===== src/rtl/booth_pkg.sv =====
// booth_pkg: shared widths, FSM state encoding and saturation helper for booth_mac
package booth_pkg;

    localparam int OP_W   = 8;
    localparam int PROD_W = 16;

    localparam logic [1:0] ST_ACCUM = 2'd0;
    localparam logic [1:0] ST_DRAIN = 2'd1;
    localparam logic [1:0] ST_HOLD  = 2'd2;

    // Clamp v into the signed range of a w-bit value (w < 64).
    function automatic logic signed [63:0] sat(input logic signed [63:0] v, input int w);
        logic signed [63:0] hi;
        logic signed [63:0] lo;
        hi = (64'sd1 <<< (w - 1)) - 64'sd1;
        lo = -hi - 64'sd1;
        return (v > hi) ? hi : (v < lo) ? lo : v;
    endfunction

endpackage


===== src/rtl/booth1.sv =====
// booth1: combinational 8x8 signed radix-2 Booth multiplier
module booth1
    import booth_pkg::*;
(
    input  logic [OP_W-1:0]   multiplier,
    input  logic [OP_W-1:0]   multiplicand,
    output logic [PROD_W-1:0] product
);

    logic [PROD_W-1:0] m_ext;
    logic [OP_W:0]     q;

    assign m_ext = {{(PROD_W-OP_W){multiplicand[OP_W-1]}}, multiplicand};
    assign q     = {multiplier, 1'b0};

    // Scan multiplier bit pairs: 01 adds, 10 subtracts the shifted multiplicand
    always_comb begin
        product = '0;
        for (int i = 0; i < OP_W; i++)
            product = ({q[i+1], q[i]} == 2'b01) ? product + (m_ext << i) :
                      ({q[i+1], q[i]} == 2'b10) ? product - (m_ext << i) : product;
    end

endmodule


===== src/rtl/booth_mac.sv =====
// booth_mac: streaming signed dot-product of LEN Booth products with saturating accumulator
module booth_mac
    import booth_pkg::*;
#(
    parameter int LEN   = 4,
    parameter int ACC_W = 24,
    parameter int CNT_W = $clog2(LEN + 1)
) (
    input  logic             clk,
    input  logic             rst_n,
    input  logic             in_valid,
    output logic             in_ready,
    input  logic [OP_W-1:0]  in_a,
    input  logic [OP_W-1:0]  in_b,
    output logic             out_valid,
    input  logic             out_ready,
    output logic [ACC_W-1:0] out_sum,
    output logic             out_ovf
);

    logic [1:0]               state;
    logic [1:0]               state_nxt;
    logic [CNT_W-1:0]         cnt;
    logic [OP_W-1:0]          s1_a;
    logic [OP_W-1:0]          s1_b;
    logic                     s1_vld;
    logic [PROD_W-1:0]        product;
    logic signed [ACC_W-1:0]  acc;
    logic                     ovf;
    logic                     accept;
    logic                     last;
    logic                     clear;
    logic signed [ACC_W:0]    sum;
    logic signed [63:0]       sum_ext;
    logic signed [63:0]       sum_sat;
    logic                     clamp;

    assign accept = in_valid && in_ready;
    assign last   = cnt == CNT_W'(LEN - 1);
    assign clear  = (state == ST_HOLD) && out_ready;

    booth1 u_mul (
        .multiplier   (s1_a),
        .multiplicand (s1_b),
        .product      (product)
    );

    // State register
    always_ff @(posedge clk) begin
        if (!rst_n) state <= ST_ACCUM;
        else        state <= state_nxt;
    end

    // Next state: last accept drains one cycle, then hold until the result is taken
    always_comb begin
        state_nxt = (accept && last)     ? ST_DRAIN :
                    (state == ST_DRAIN)  ? ST_HOLD  :
                    clear                ? ST_ACCUM : state;
    end

    // Outputs decoded from registered state only; both handshakes are low during reset
    always_comb begin
        in_ready  = rst_n && (state == ST_ACCUM);
        out_valid = rst_n && (state == ST_HOLD);
        out_sum   = acc;
        out_ovf   = ovf;
    end

    // Products accepted in the current set
    always_ff @(posedge clk) begin
        if (!rst_n)      cnt <= '0;
        else if (accept) cnt <= last ? '0 : cnt + 1'b1;
    end

    // Operand register in front of the multiplier
    always_ff @(posedge clk) begin
        if (!rst_n) begin
            s1_vld <= 1'b0;
            s1_a   <= '0;
            s1_b   <= '0;
        end else begin
            s1_vld <= accept;
            if (accept) begin
                s1_a <= in_a;
                s1_b <= in_b;
            end
        end
    end

    // One-bit-wider sum so a single add can never wrap before clamping
    always_comb begin
        sum     = {acc[ACC_W-1], acc} + {{(ACC_W+1-PROD_W){product[PROD_W-1]}}, product};
        sum_ext = {{(63-ACC_W){sum[ACC_W]}}, sum};
        sum_sat = sat(sum_ext, ACC_W);
        clamp   = sum_sat != sum_ext;
    end

    // Saturating accumulate with sticky overflow, cleared when the result is taken
    always_ff @(posedge clk) begin
        if (!rst_n || clear) begin
            acc <= '0;
            ovf <= 1'b0;
        end else if (s1_vld) begin
            acc <= sum_sat[ACC_W-1:0];
            ovf <= ovf | clamp;
        end
    end

endmodule


===== config.mk =====
export PLATFORM = sky130hd
export DESIGN_NAME = booth_mac
export DESIGN_NICKNAME = d
export VERILOG_FILES = /design/src/rtl/booth_pkg.sv /design/src/rtl/booth1.sv /design/src/rtl/booth_mac.sv
export SDC_FILE = /design/constraint.sdc
export NUM_CORES = 1
export LEC_CHECK = 0
export CORE_AREA = 2 2 139 141
export DETAILED_ROUTE_END_ITERATION = 8
export DIE_AREA = 0 0 141 143
export DONT_BUFFER_PORTS = 1
export PLACE_DENSITY_LB_ADDON = 0.05
export SYNTH_ARGS = -nofsm -noshare
export SYNTH_HDL_FRONTEND = slang
export SYNTH_SLANG_ARGS = --single-unit

===== constraint.sdc =====
create_clock -name clk -period 26.5 [get_ports clk]
set_clock_uncertainty 0.15 [all_clocks]
set_input_delay 5.3 -clock clk [delete_from_list [all_inputs] [get_ports clk]]
set_output_delay 5.3 -clock clk [all_outputs]
set_load 0.005 [all_outputs]

==> impl_metrics.yaml <==
cts:
  clkTransAtPathRegs_ns: 0.07
  cts.sinks: 47
  cts_hold_buf: 0
  cts_max_level: 2
  post_cts_resized: 0
  cts_made_buffers: 5
  cts_setup_buffers: 0
  cts.path.max_buffers: 2
  cts_tree: "yes"
  clk_root_buffer_cell: "clkbuf_16"
  clock_latency_ns: 0.28
worst_setup_path:
  rrSetupSlack_ns: 8.72
  critical_path_class: "reg2reg"
  crit_path_top_delay_cell: "dfxtp_1"
  crit_top_cell: "ha_1"
  worstPathArrival_ns: 17.85
  r2r_end: "out_sum[13]"
  r2r.worst_path.cells: 69
  cp_max_fo: 18
  reg2reg_from: "s1_b[1]"
  worstPathRequired_ns: 26.57
  max_stage_delay_ns: 0.93
  critPathLaunchType: "flop"
  end_kind: "flop"
route:
  wl_per_cell_um: 20.6
  routed_wl_um: 37700
  drt_first_pass_iters: 6
  num_vias: 12400
  first_iter_violations: 1151
  drc: 0
  vias_per_cell: 6.80
  drtAntennaViolNets: 0
synth:
  syn_inst: 1647
  synth_top_area_share_pct: 17.8
  yosys.area.top_type: "ha_1"
  ys_seq_elements: 47
  synth_common_cells: "ha_1, nand2_1, nor2_1, a21oi_1, inv_1"
  yosysUniqueCellTypes: 111
  syn_area_per_cell_um2: 7.22
  synth_edf_count: 0
  yosysSeqAreaShare_pct: 7.91
  synthesis.nets: 1851
  synth_area_leaders: "ha_1, dfxtp_1, a21oi_1, nand2_1, nor2_1"
  yosysMostFrequentCell: "ha_1"
  async_reset_ff_share_pct: 0
  syn_area_mm2: 0.0119
  ys.flop_type: "dfxtp_1"
  ys_warn_count: 0
final_layout:
  fill_cells: 1736
  fin_nets: 1797
  drive_above_1_share_pct: 5.77
  areaGrowthSynthToFinish_pct: 2.08
  instances_no_fill: 1828
  fin_util_pct: 65.3
  diodes: 0
  fin_area_mm2: 0.0121
floorplan:
  fp-row-count: 50
  die_h_um: 143
  io_pins: 47
  coreArea_mm2: 0.0186
  dieArea_mm2: 0.0202
  die_x_um: 141
  initial_utilization_pct: 64.0
min_path:
  hold_path_end: "cnt[2]"
  hold_path.class: "reg2reg"
  hold_path_depth: 2
  worstHoldStart: "cnt[2]"
global_route:
  antenna_found_initial: 0
  grt_max_degree: 44
  grt_usage_pct: 36.7
  grt_first_pass_wirelength_um: 60300
  gr-total-overflow: 0
  first_global_vias: 11400
power:
  powerDensity_mw_per_mm2: 57.9
  ir_drop_mv: 0.0653
  p_total_uw: 703
  p_leak_nw: 5.24
placement:
  place_ws_ns: 8.91
  placed_cell_area_mm2: 0.0120
  port-buffer-count: 0
  hpwl_um: 28300
  gp_congestion: 0.984
  dp_cells: 1820
sta:
  setup_viol: 0
  whs_ns: 0.292
  slew_violations: 0
  tns_ns: 0
  setup_ws_ns: 8.72
  min_period_ns: 17.78
  maxSlewHeadroom_pct: 26.0
  hold_viol_final: 0
  worst-slew-pin-transition_ns: 1.10
  fin_crit_sh_pct: 67.1
  fmax_mhz: 56.2
  rsz0062_at_grt: "false"
outcome:
  status: "completed"
run:
  cap_violations: 0
==> worst max-delay path by stage <==
stage                       start           to  slack (ns)  cells after the start
after floorplan           s1_b[1]  out_sum[19]       11.25                     75
after global placement    s1_b[1]  out_sum[11]        9.30                     69
after detailed placement  s1_b[1]  out_sum[13]        8.91                     69
after CTS                 s1_b[1]  out_sum[13]        8.87                     69
after global routing      s1_b[1]  out_sum[13]        7.20                     70
final                     s1_b[1]  out_sum[13]        8.72                     69
==> cells in the final DEF, fill, tap and decap left out, drive strengths merged, types with 8 or more instances in the layout <==
cell | Yosys | routed
o31ai | 15 | 15
nor4 | 9 | 9
or3 | 18 | 18
a221oi | 16 | 16
buf | 31 | 16
o21bai | 13 | 13
ha | 169 | 169
and2 | 12 | 12
a22o | 12 | 12
a21o | 27 | 27
o2111ai | 9 | 9
dfxtp | 47 | 47
a31oi | 23 | 23
or4 | 9 | 9
nand2b | 24 | 24
o21ai | 106 | 106
nand4 | 9 | 9
nor2 | 147 | 147
a22oi | 10 | 10
nand3 | 32 | 32
o311ai | 9 | 9
xnor2 | 56 | 56
nor2b | 40 | 40
a211oi | 22 | 22
o41ai | 11 | 11
a221o | 20 | 20
nand2 | 154 | 154
xor2 | 24 | 24
nor3 | 49 | 49
inv | 106 | 106
and3 | 13 | 13
o21a | 22 | 22
a21oi | 138 | 138
a2111oi | 8 | 8
or2 | 11 | 11
mux2i | 13 | 13
o211ai | 12 | 12
o22ai | 21 | 21
o31a | 8 | 8
fa | 15 | 15
==> flip-flops by register name, summed over array words and instances (netlist names) <==
| name | flops |
|---|---|
| state | 2 |
| out_ovf | 1 |
| out_sum | 24 |
| s1_vld | 1 |
| s1_a | 8 |
| cnt | 3 |
| s1_b | 8 |
==> report_power, final <==
group / switching [mW] / internal (mW) / total (mW)
Clock: 0.0265 / 0.0469 / 0.0734
Sequential: 0.0218 / 0.0860 / 0.108
Combinational: 0.310 / 0.211 / 0.522
Total: 0.358 / 0.344 / 0.703
==> worst max-delay path: cells and delay by family, from the launching register on <==
kind	cells	cell delay (ns)
fa+ha+maj	9	3.43
flops	1	0.93
xor+xnor	9	1.85
compound gates	31	6.62
simple gates	17	3.82
buf+inv	3	0.90
==> logic make-up (layout without fill, tap and decap cells) <==
logic type,after synthesis,count (layout),synth area share (%)
AO/OA/AOI/OAI,577,577,34.8
AND/OR/NAND/NOR,552,552,22.9
adder cells (fa/ha/maj),185,185,20.4
buffers and inverters,188,135,6.37
flip-flops,47,47,7.91
XOR/XNOR,81,81,6.08
multiplexers,17,17,1.47
==> routing by layer <==
layer,up-vias,global-route usage (%),share of wire (%)
li1,5993,-,-
met1,5797,50.9,43
met2,566,61.2,45
met3,69,4.53,9.2
met4,0,8.26,2.1
met5,-,0,0
==> area by class of cell <==
cell class	count	area, µm²	share of cell area [%]
clock buffer	6	139	1.14
clock inverter	2	35.0	0.289
inverter	111	417	3.43
multi-input combinational	1412	10200	84.0
sequential	47	942	7.76
tap	234	293	2.41
timing repair buffer	16	120	0.989
Note: power is estimated with default switching activity, not from simulation.
